$ cat config.mk
export PLATFORM = sky130hd
export DESIGN_NAME = psram_arbiter
export DESIGN_NICKNAME = d
export VERILOG_FILES = /design/src/rtl/psram_arbiter.sv
export SDC_FILE = /design/constraint.sdc
export NUM_CORES = 1
export LEC_CHECK = 0
export ABC_CLOCK_PERIOD_IN_PS = 2150
export CAP_MARGIN = 25
export CORE_AREA = 5 5 119 121
export DETAILED_ROUTE_END_ITERATION = 7
export DIE_AREA = 0 0 124 126
export DONT_BUFFER_PORTS = 1
export PLACE_DENSITY_LB_ADDON = 0.12
export SLEW_MARGIN = 20
export SYNTH_ARGS = -nofsm -noshare
export SYNTH_HDL_FRONTEND = slang
export SYNTH_SLANG_ARGS = --single-unit
$ cat constraint.sdc
create_clock -name clk -period 2.15 [get_ports clk]
set_input_delay 0.43 -clock clk [delete_from_list [all_inputs] [get_ports clk]]
set_output_delay 0.43 -clock clk [all_outputs]
set_load 0.01 [all_outputs]
$ cat src/rtl/psram_arbiter.sv
// Round-robin arbiter sharing one QSPI PSRAM command channel between two requesters,
// with owner-only data routing and a per-transaction watchdog abort.
module psram_arbiter #(
    parameter int ADDR_W  = 24,
    parameter int DATA_W  = 32,
    parameter int LEN_W   = 8,
    parameter int TIMEOUT = 1024
) (
    input  logic              clk,
    input  logic              rst,
    input  logic              m0_req,
    input  logic              m1_req,
    input  logic              m0_we,
    input  logic              m1_we,
    input  logic [ADDR_W-1:0] m0_addr,
    input  logic [ADDR_W-1:0] m1_addr,
    input  logic [LEN_W-1:0]  m0_len,
    input  logic [LEN_W-1:0]  m1_len,
    output logic              m0_gnt,
    output logic              m1_gnt,
    input  logic [DATA_W-1:0] m0_wdata,
    input  logic [DATA_W-1:0] m1_wdata,
    output logic              m0_wready,
    output logic              m1_wready,
    output logic [DATA_W-1:0] m0_rdata,
    output logic [DATA_W-1:0] m1_rdata,
    output logic              m0_rvalid,
    output logic              m1_rvalid,
    output logic              m0_done,
    output logic              m1_done,
    output logic              m0_err,
    output logic              m1_err,
    output logic              cmd_valid,
    input  logic              cmd_ready,
    output logic              cmd_we,
    output logic [ADDR_W-1:0] cmd_addr,
    output logic [LEN_W-1:0]  cmd_len,
    output logic [DATA_W-1:0] ctrl_wdata,
    input  logic              ctrl_wready,
    input  logic [DATA_W-1:0] ctrl_rdata,
    input  logic              ctrl_rvalid,
    input  logic              ctrl_done,
    output logic              ctrl_abort,
    output logic              busy
);

    localparam int WDOG_W = $clog2(TIMEOUT);
    localparam logic [WDOG_W-1:0] WDOG_LAST = WDOG_W'(TIMEOUT - 1);

    // IDLE: arbitrate | ISSUE: offer latched command | BUSY: route beats, run watchdog
    typedef enum logic [1:0] {IDLE, ISSUE, BUSY} state_t;

    state_t              state_q, state_d;
    logic                owner_q, owner_d;
    logic                last_grant_q, last_grant_d;
    logic [WDOG_W-1:0]   wdog_q, wdog_d;
    logic                cmd_we_q, cmd_we_d;
    logic [ADDR_W-1:0]   cmd_addr_q, cmd_addr_d;
    logic [LEN_W-1:0]    cmd_len_q, cmd_len_d;
    logic                winner;

    always_ff @(posedge clk) begin
        if (rst) begin
            state_q      <= IDLE;
            owner_q      <= 1'b0;
            last_grant_q <= 1'b1;
            wdog_q       <= '0;
            cmd_we_q     <= 1'b0;
            cmd_addr_q   <= '0;
            cmd_len_q    <= '0;
        end else begin
            state_q      <= state_d;
            owner_q      <= owner_d;
            last_grant_q <= last_grant_d;
            wdog_q       <= wdog_d;
            cmd_we_q     <= cmd_we_d;
            cmd_addr_q   <= cmd_addr_d;
            cmd_len_q    <= cmd_len_d;
        end
    end

    always_comb begin
        state_d      = state_q;
        owner_d      = owner_q;
        last_grant_d = last_grant_q;
        wdog_d       = wdog_q;
        cmd_we_d     = cmd_we_q;
        cmd_addr_d   = cmd_addr_q;
        cmd_len_d    = cmd_len_q;
        cmd_valid    = 1'b0;
        m0_gnt       = 1'b0;
        m1_gnt       = 1'b0;
        m0_wready    = 1'b0;
        m1_wready    = 1'b0;
        m0_rvalid    = 1'b0;
        m1_rvalid    = 1'b0;
        m0_done      = 1'b0;
        m1_done      = 1'b0;
        m0_err       = 1'b0;
        m1_err       = 1'b0;
        ctrl_wdata   = '0;
        ctrl_abort   = 1'b0;

        // On a tie the port that did not win last time takes it.
        winner = (m0_req && m1_req) ? ~last_grant_q : m1_req;

        case (state_q)
            IDLE: begin
                if (m0_req || m1_req) begin
                    owner_d    = winner;
                    cmd_we_d   = winner ? m1_we   : m0_we;
                    cmd_addr_d = winner ? m1_addr : m0_addr;
                    cmd_len_d  = winner ? m1_len  : m0_len;
                    state_d    = ISSUE;
                end
            end
            ISSUE: begin
                cmd_valid = 1'b1;
                if (cmd_ready) begin
                    m0_gnt       = ~owner_q;
                    m1_gnt       = owner_q;
                    last_grant_d = owner_q;
                    wdog_d       = '0;
                    state_d      = BUSY;
                end
            end
            BUSY: begin
                ctrl_wdata = owner_q ? m1_wdata : m0_wdata;
                m0_wready  = ~owner_q & ctrl_wready;
                m1_wready  = owner_q & ctrl_wready;
                m0_rvalid  = ~owner_q & ctrl_rvalid;
                m1_rvalid  = owner_q & ctrl_rvalid;
                wdog_d     = wdog_q + WDOG_W'(1);
                if (ctrl_done) begin
                    m0_done = ~owner_q;
                    m1_done = owner_q;
                    state_d = IDLE;
                end else if (wdog_q == WDOG_LAST) begin
                    ctrl_abort = 1'b1;
                    m0_done    = ~owner_q;
                    m1_done    = owner_q;
                    m0_err     = ~owner_q;
                    m1_err     = owner_q;
                    state_d    = IDLE;
                end
            end
            default: state_d = IDLE;
        endcase
    end

    assign m0_rdata = ctrl_rdata;
    assign m1_rdata = ctrl_rdata;
    assign cmd_we   = cmd_we_q;
    assign cmd_addr = cmd_addr_q;
    assign cmd_len  = cmd_len_q;
    assign busy     = (state_q != IDLE);

endmodule

==> out/results.md, run 1 <==
| Parameter | Value | Unit |
| --- | --- | --- |
| Leading cell types by total area after synthesis | dfxtp_1 29%, mux2i_1 20%, buf_4 15% | - |
| Flop-to-flop setup slack | 540 | ps |
| Number of diodes added for antenna fixing | 0 | - |
| Hold Path Cell Cnt | 1 | - |
| Pin slew with the least headroom to its limit | 480.9 | ps |
| Initial cell density of the core | 25.43 | % |
| Maximum cell stage delay along the critical path | 590 | ps |
| Post-synthesis cell count | 385 | - |
| Worst hold start | rst | - |
| Startpoint of the worst-slack reg-to-reg timing path | state_q[0]$_SDFFE_PP0P_ | - |
| Register bit total from synthesis | 47 | - |
| Synth Warn # | 0 | - |
| Post-layout worst setup margin | 48.12 | ps |
| Final critical delay including setup and external delays | 2102 | ps |
| Worst hold-check path type | input port to flip-flop | - |
| Maximum number of pins on one net before global-route repair | 50 | - |
| Commonest non-fill, non-tap cell in the layout | mux2i_1 | - |
| Leakage | 1.099 | nW |
| Net count of the mapped netlist | 556 | - |
| Most used cells in the layout excluding fill and tap cells | 65 x mux2i_1, 42 x dfxtp_1, 39 x a21oi_1 | - |
| Kind of capture point of the worst setup path | output pin | - |
| Final setup fails | 0 | - |
| Post-synth ARST share | 0 | % |
| Final weighted congestion in routability-driven placement | 0.7716 | - |
| Drt total wl | 11550 | um |
| Remaining number of nets flagged by the antenna check after routing | 0 | - |
| CTS max path bufs | 2 | - |
| Clock net sink count | 47 | - |
| Layout Cells excl Fill | 489 | - |
| Data arrival time of the critical path | 1670 | ps |
| Layout cell share with drive strength beyond 1 | 13.10 | % |
| Worst hold slack | 198.5 | ps |
| Reg-to-reg endpoint | wdog_q[9]$_SDFFE_PP0P_ | - |
| Crit path max-delay family | simple AND/OR/NAND/NOR gates | - |
| Sequential share of the synthesized area | 28.51 | % |
| Fin crit share | 97.76 | % |
| Vias in the first global route | 2523 | - |
| Number of antenna violations at the first check in global routing | 0 | - |
| Total power draw | 2.497 | mW |
| Total power divided by cell area | 768.0 | mW/mm^2 |
| Core Rows | 42 | - |
| Die Height | 126 | um |
| Standard cell with the maximum stage delay on the critical path | or4_4 | - |
| Global-route total usage across every layer | 13.38 | % |
| Crit Path Max Fanout | 3 | - |
| Clock latency reported for the late side of the worst-skew pair | 290 | ps |
| Clock-pin slew on the worst setup and hold paths | 70 | ps |
| Depth of the CTS H-tree | 2 | - |
| Via density per instance | 5.127 | - |
| Primary flip-flop cell chosen by synthesis mapping | dfxtp_1 | - |
| Cell count along the critical path | 4 | - |
| Core box area | 0.01298 | mm^2 |
| Syn Area/Cell | 8.573 | um^2 |
| Startpoint-to-endpoint class of the critical path | flip-flop to output pin | - |
| Post-synth top area share | 28.51 | % |
| Area Growth Syn to Fin | -1.478 | % |
| Average wire per standard cell | 23.62 | um |
| Number of vias after detailed routing | 2507 | - |
| TritonCTS buffer count | 5 | - |
| DRC marker count from the first detailed-route iteration | 85 | - |
| Count of max-cap constraint violations | 0 | - |
| F_max | 475.8 | MHz |
| Number of unique standard cell types used by synthesis | 45 | - |
| Critical Path Start Type | flip-flop | - |
| CTS root buf | clkbuf_16 | - |
| Unrepaired setup endpoints after global routing | yes | - |
| Width of the chip | 124 | um |
| Number of enable flip-flop cells after synthesis | 0 | - |
| Worst slack at placement | 90.23 | ps |
| Slew Viols, Final | 0 | - |
| DP Wirelength | 9070 | um |
| Wire length of the first global-routing pass | 15660 | um |
| Skew final | 5.611 | ps |
| Post-Syn Area | 0.003301 | mm^2 |
| Fillers | 1443 | - |
| Top-Level Pins | 312 | - |
| Endpoint, Worst Hold | wdog_q[0]$_SDFFE_PP0P_ | - |
| Area of the die | 0.01562 | mm^2 |
| Worst path buffer plus inverter count | 0 | - |
| Peak supply drop | 0.3660 | mV |
| Worst EP required | 1720 | ps |
| Worst slew margin relative to its limit | 67.94 | % |
| Final #Nets | 483 | - |
| Count of endpoints failing hold in the final timing report | 0 | - |
| DRC violation count after routing | 0 | - |
| Cells traversed along the worst timing path | ha_4 -> nand4_4 -> or4_4 -> nor3_4 | - |
| Synth area leader | dfxtp_1 | - |
| Number of cells on the worst reg-to-reg path | 3 | - |
| Total global routing overflow | 0 | - |
| Port Buf Inserts | 0 | - |
| Result of the run | complete, no violations | - |
| TritonCTS clock tree | done | - |
| Number of iterations in the first detailed-routing pass | 3 | - |
| Placed Instances | 478 | - |
## routing by layer
layer	wire, um	part of all wire, %	global-route usage (%)
met5	0	0	0
met4	162	1.4	3.415
met3	1540	13	6.009
met2	5669	49	23.64
met1	4180	36	14.41
## repair_timing
| item | in CTS | in global routing |
|---|---|---|
| setup buffers | 3 | 0 |
| endpoints found under the setup margin | 5 | 4 |
| hold buffers | 0 | 0 |
| resized for setup | 13 | 1 |
| pin swaps | 3 | 2 |
## layout make-up
class                           instances  area, um^2  area share (%)
Tap cell                              176       220.2           6.772
Clock buffer                            6       128.9           3.963
Clock inverter                          2       60.06           1.847
Multi-Input combinational cell        237        1723           52.98
Sequential cell                        47       952.2           29.28
Timing Repair Buffer                   17       152.6           4.694
Inverter                                4       15.01          0.4617
## stage by stage
step / util, % / TNS (ps) / cell area (um^2)
2_1_floorplan: - / 0 / 3301
3_3_place_gp: 23.02 / 0 / 2988
3_5_place_dp: 23.02 / 0 / 2988
4_1_cts: 25.01 / -34.17 / 3247
5_1_grt: 25.05 / -32.57 / 3252
6_report: 25.05 / 0 / 3252
## sequential cells by signal, indices dropped and copies added, names as in the netlist
register and flops:
cmd_len 8, wdog_q 10, owner_q 1, cmd_we 1, state_q 2, last_grant_q 1, cmd_addr 24
## worst max-delay path by stage
stage	startpoint	endpoint	slack (ps)
4_1_cts	wdog_q[1]$_SDFFE_PP0P_	m0_err	-30
2_1_floorplan	wdog_q[0]$_SDFFE_PP0P_	m1_err	210
6_report	wdog_q[1]$_SDFFE_PP0P_	m0_err	50
3_5_place_dp	wdog_q[0]$_SDFFE_PP0P_	m1_err	90
3_3_place_gp	wdog_q[0]$_SDFFE_PP0P_	m1_err	120
5_1_grt	wdog_q[1]$_SDFFE_PP0P_	ctrl_abort	-20
## worst register-to-register path, stage by stage (launching register included)
cell and delay [ps]:
dfxtp_1 340, nand2b_1 340, nor4_1 440, mux2_2 380
## cell families after synthesis
kind of cell / synth area share (%)
muxes: 20.05
buffers and inverters: 21.00
adders and majority gates: 0.3790
and+or+nand+nor: 11.87
DFF: 28.51
AOI/OAI and AO/OA: 18.20
## Yosys cell counts, drive strengths merged (4+ instances only)
master	n
inv	4
buf	86
nand2	7
mux2i	65
dfxtp	47
a21oi	39
clkbuf	11
a211oi	34
and3	4
or4	5
nand3	9
nor2	39
## where the power goes
group          internal (mW)  switching [mW]
clock network          0.668           0.358
logic                  0.175           0.243
registers              0.953           0.101
Note: power is estimated with default switching activity, not from simulation.
==> run 2, diff against run 1 <==
--- a/config.mk
+++ b/config.mk
@@ -7,9 +7,9 @@
 export LEC_CHECK = 0
 export ABC_CLOCK_PERIOD_IN_PS = 2150
 export CAP_MARGIN = 25
-export CORE_AREA = 5 5 119 121
+export CORE_AREA = 5 5 118 120
 export DETAILED_ROUTE_END_ITERATION = 7
-export DIE_AREA = 0 0 124 126
+export DIE_AREA = 0 0 123 125
 export DONT_BUFFER_PORTS = 1
 export PLACE_DENSITY_LB_ADDON = 0.12
 export SLEW_MARGIN = 20
==> out/results.md, run 2 (synthesis gave the netlist of run 1 again) <==
| Parameter | Value | Unit | Change |
| --- | --- | --- | --- |
| Core box area | 0.01287 | mm^2 | -0.81% |
| Number of vias after detailed routing | 2505 | - | -0.080% |
| Number of iterations in the first detailed-routing pass | 4 | - | +1 |
| Count of max-cap constraint violations | 0 | - | unchanged |
| Total power draw | 2.353 | mW | -5.8% |
| Hold-fix buffers at CTS | 0 | - | unchanged |
| Placed Instances | 485 | - | +1.5% |
| Fin crit share | 97.29 | % | -0.47 points |
| Sum of negative setup slack | 0 | ps | unchanged |
| Crit Path Max Fanout | 3 | - | unchanged |
| Total power divided by cell area | 717.7 | mW/mm^2 | -6.5% |
| Routing usage on met2 | 24.12 | % | +0.48 points |
| Drt total wl | 11870 | um | +2.8% |
| Global-route met3 utilization | 8.220 | % | +2.2 points |
| Skew final | 6.728 | ps | +1.117 ps |
| Commonest non-fill, non-tap cell in the layout | mux2i_1 | - |  |
| Initial cell density of the core | 25.64 | % | +0.21 points |
| CTS max path bufs | 2 | - | unchanged |
| Combinational share of power | 18.1 | % | +1.4 points |
| Layout Cells excl Fill | 498 | - | +1.8% |
| Startpoint-to-endpoint class of the critical path | flip-flop to output pin | - |  |
| Net switching power | 0.6760 | mW | -3.6% |
| Result of the run | complete, no violations | - |  |
| Top-Level Pins | 312 | - | unchanged |
| Wire length of the first global-routing pass | 16020 | um | +2.3% |
| Most used cells in the layout excluding fill and tap cells | 65 x mux2i_1, 40 x dfxtp_1, 39 x a21oi_1 | - |  |
| Depth of the CTS H-tree | 2 | - | unchanged |
| Switching share of power | 28.73 | % | +0.64 points |
| TritonCTS buffer count | 5 | - | unchanged |
| Worst hold-check path type | input port to flip-flop | - |  |
| Vias in the first global route | 2509 | - | -0.55% |
| Kind of capture point of the worst setup path | output pin | - |  |
| Core Rows | 42 | - | unchanged |
| Clock net sink count | 47 | - | unchanged |
| Die Height | 125 | um | -0.79% |
| Pin slew with the least headroom to its limit | 479.3 | ps | -1.623 ps |
| CTS root buf | clkbuf_16 | - |  |
| Clk pwr share | 37.1 | % | -4.0 points |
| DP Wirelength | 9271 | um | +2.2% |
| Total global routing overflow | 0 | - | unchanged |
| Maximum cell stage delay along the critical path | 570 | ps | -20 ps |
| Worst EP required | 1720 | ps | about the same |
| DRC marker count from the first detailed-route iteration | 72 | - | -15% |
| Final critical delay including setup and external delays | 2092 | ps | -10.14 ps |
| Area Growth Syn to Fin | -0.6825 | % |  |
| Final weighted congestion in routability-driven placement | 0.6914 | - | -10% |
| Leakage | 1.123 | nW | +2.2% |
| Global-route layer with the greatest usage | met2 | - |  |
| Count of endpoints failing hold in the final timing report | 0 | - | unchanged |
| Layout cell share with drive strength beyond 1 | 15.63 | % | +2.5 points |
| Slew Viols, Final | 0 | - | unchanged |
| Area of the die | 0.01538 | mm^2 | -1.6% |
| Data arrival time of the critical path | 1660 | ps | about the same |
| Clock latency reported for the late side of the worst-skew pair | 290 | ps | about the same |
| Max FFs per register | 24 | - | unchanged |
| Standard cell with the maximum stage delay on the critical path | or4_4 | - |  |
| TritonCTS clock tree | done | - |  |
| Cells traversed along the worst timing path | ha_4 -> nand4_4 -> or4_4 -> nor2_2 -> buf_4 | - |  |
| Maximum number of pins on one net before global-route repair | 50 | - | unchanged |
| Fillers | 1399 | - | -3.0% |
| Critical Path Start Type | flip-flop | - |  |
| Final setup fails | 0 | - | unchanged |
| Fraction of met1 tracks used by global routing | 14.49 | % | +0.080 points |
| Width of the chip | 123 | um | -0.81% |
| Unrepaired setup endpoints after global routing | no | - |  |
| Global-route total usage across every layer | 13.87 | % | +0.49 points |
| Port Buf Inserts | 0 | - | unchanged |
| Final #Nets | 491 | - | +1.7% |
| DRC violation count after routing | 0 | - | unchanged |
| Number of antenna violations at the first check in global routing | 4 | - | +4 |
| Internal power consumption | 1.677 | mW | -6.6% |
| Peak supply drop | 0.3424 | mV | -6.5% |
| Worst slew margin relative to its limit | 67.98 | % | about the same |
| Via density per instance | 5.030 | - | -1.9% |
| Average wire per standard cell | 23.84 | um | +0.90% |
| Clock-pin slew on the worst setup and hold paths | 70 | ps | about the same |
| F_max | 478.1 | MHz | +0.48% |
| Remaining number of nets flagged by the antenna check after routing | 0 | - | unchanged |
| Flop pwr share | 44.8 | % | +2.6 points |
## run 2: critical path: cells and delay by family, from the launching register on
| kind | cells | cell delay [ps] |
|---|---|---|
| fa+ha+maj | 1 | 140 |
| buf+inv | 1 | 120 |
| simple gates | 3 | 760 |
| flops | 1 | 360 |
## run 2: final cells by class
| type | instances | area [um^2] | area share, % |
|---|---|---|---|
| Timing Repair Buffer | 25 | 212.7 | 6.489 |
| Tap cell | 176 | 220.2 | 6.718 |
| Sequential cell | 47 | 954.7 | 29.12 |
| Antenna cell | 2 | 5.005 | 0.1527 |
| Clock inverter | 1 | 30.03 | 0.9160 |
| Multi-Input combinational cell | 237 | 1712 | 52.21 |
| Clock buffer | 6 | 128.9 | 3.931 |
| Inverter | 4 | 15.01 | 0.4580 |
## run 2: per-layer routing
| metal | wire (um) | share of wire, % |
|---|---|---|
| met1 | 4309 | 36 |
| met2 | 5661 | 48 |
| met4 | 98 | 0.83 |
| met5 | 26 | 0.22 |
| met3 | 1773 | 15 |
## run 2: stage by stage
stage	hold WS (ps)	util, %	cell area [um^2]	worst slack [ps]
detailed placement	503.0	23.62	3040	121.8
floorplan	431.0	-	3301	212.9
CTS	190.6	25.34	3262	9.469
finish	208.6	25.46	3278	58.26
global route	186.4	25.44	3276	3.270
global placement	502.6	23.62	3040	129.5
## run 2: path summary, 6_finish.rpt
kind / startpoint / to / slack (ps) / cells after the start
min: rst / wdog_q[4]$_SDFFE_PP0P_ / 210 / 1
max reg2reg: state_q[0]$_SDFFE_PP0P_ / wdog_q[9]$_SDFFE_PP0P_ / 600 / 4
max: wdog_q[1]$_SDFFE_PP0P_ / ctrl_abort / 60 / 5
min reg2reg: wdog_q[7]$_SDFFE_PP0P_ / wdog_q[7]$_SDFFE_PP0P_ / 510 / 2
## run 2: repair_timing
action / CTS / global route
pin swaps: 4 / 1
setup buffers: 4 / 0
gates resized for setup: 9 / 5
cloned: 0 / 0
setup endpoints to repair: 5 / 3
## run 2: power by group through the flow
stage / Combinational, mW / Clock [mW] / Sequential [mW]
global placement: 0.426 / 0 / 1.08
detailed placement: 0.430 / 0 / 1.08
floorplan: 0.489 / 0 / 1.05
global route: 0.468 / 0.949 / 1.07
CTS: 0.434 / 0.916 / 1.06
finish: 0.426 / 0.872 / 1.06
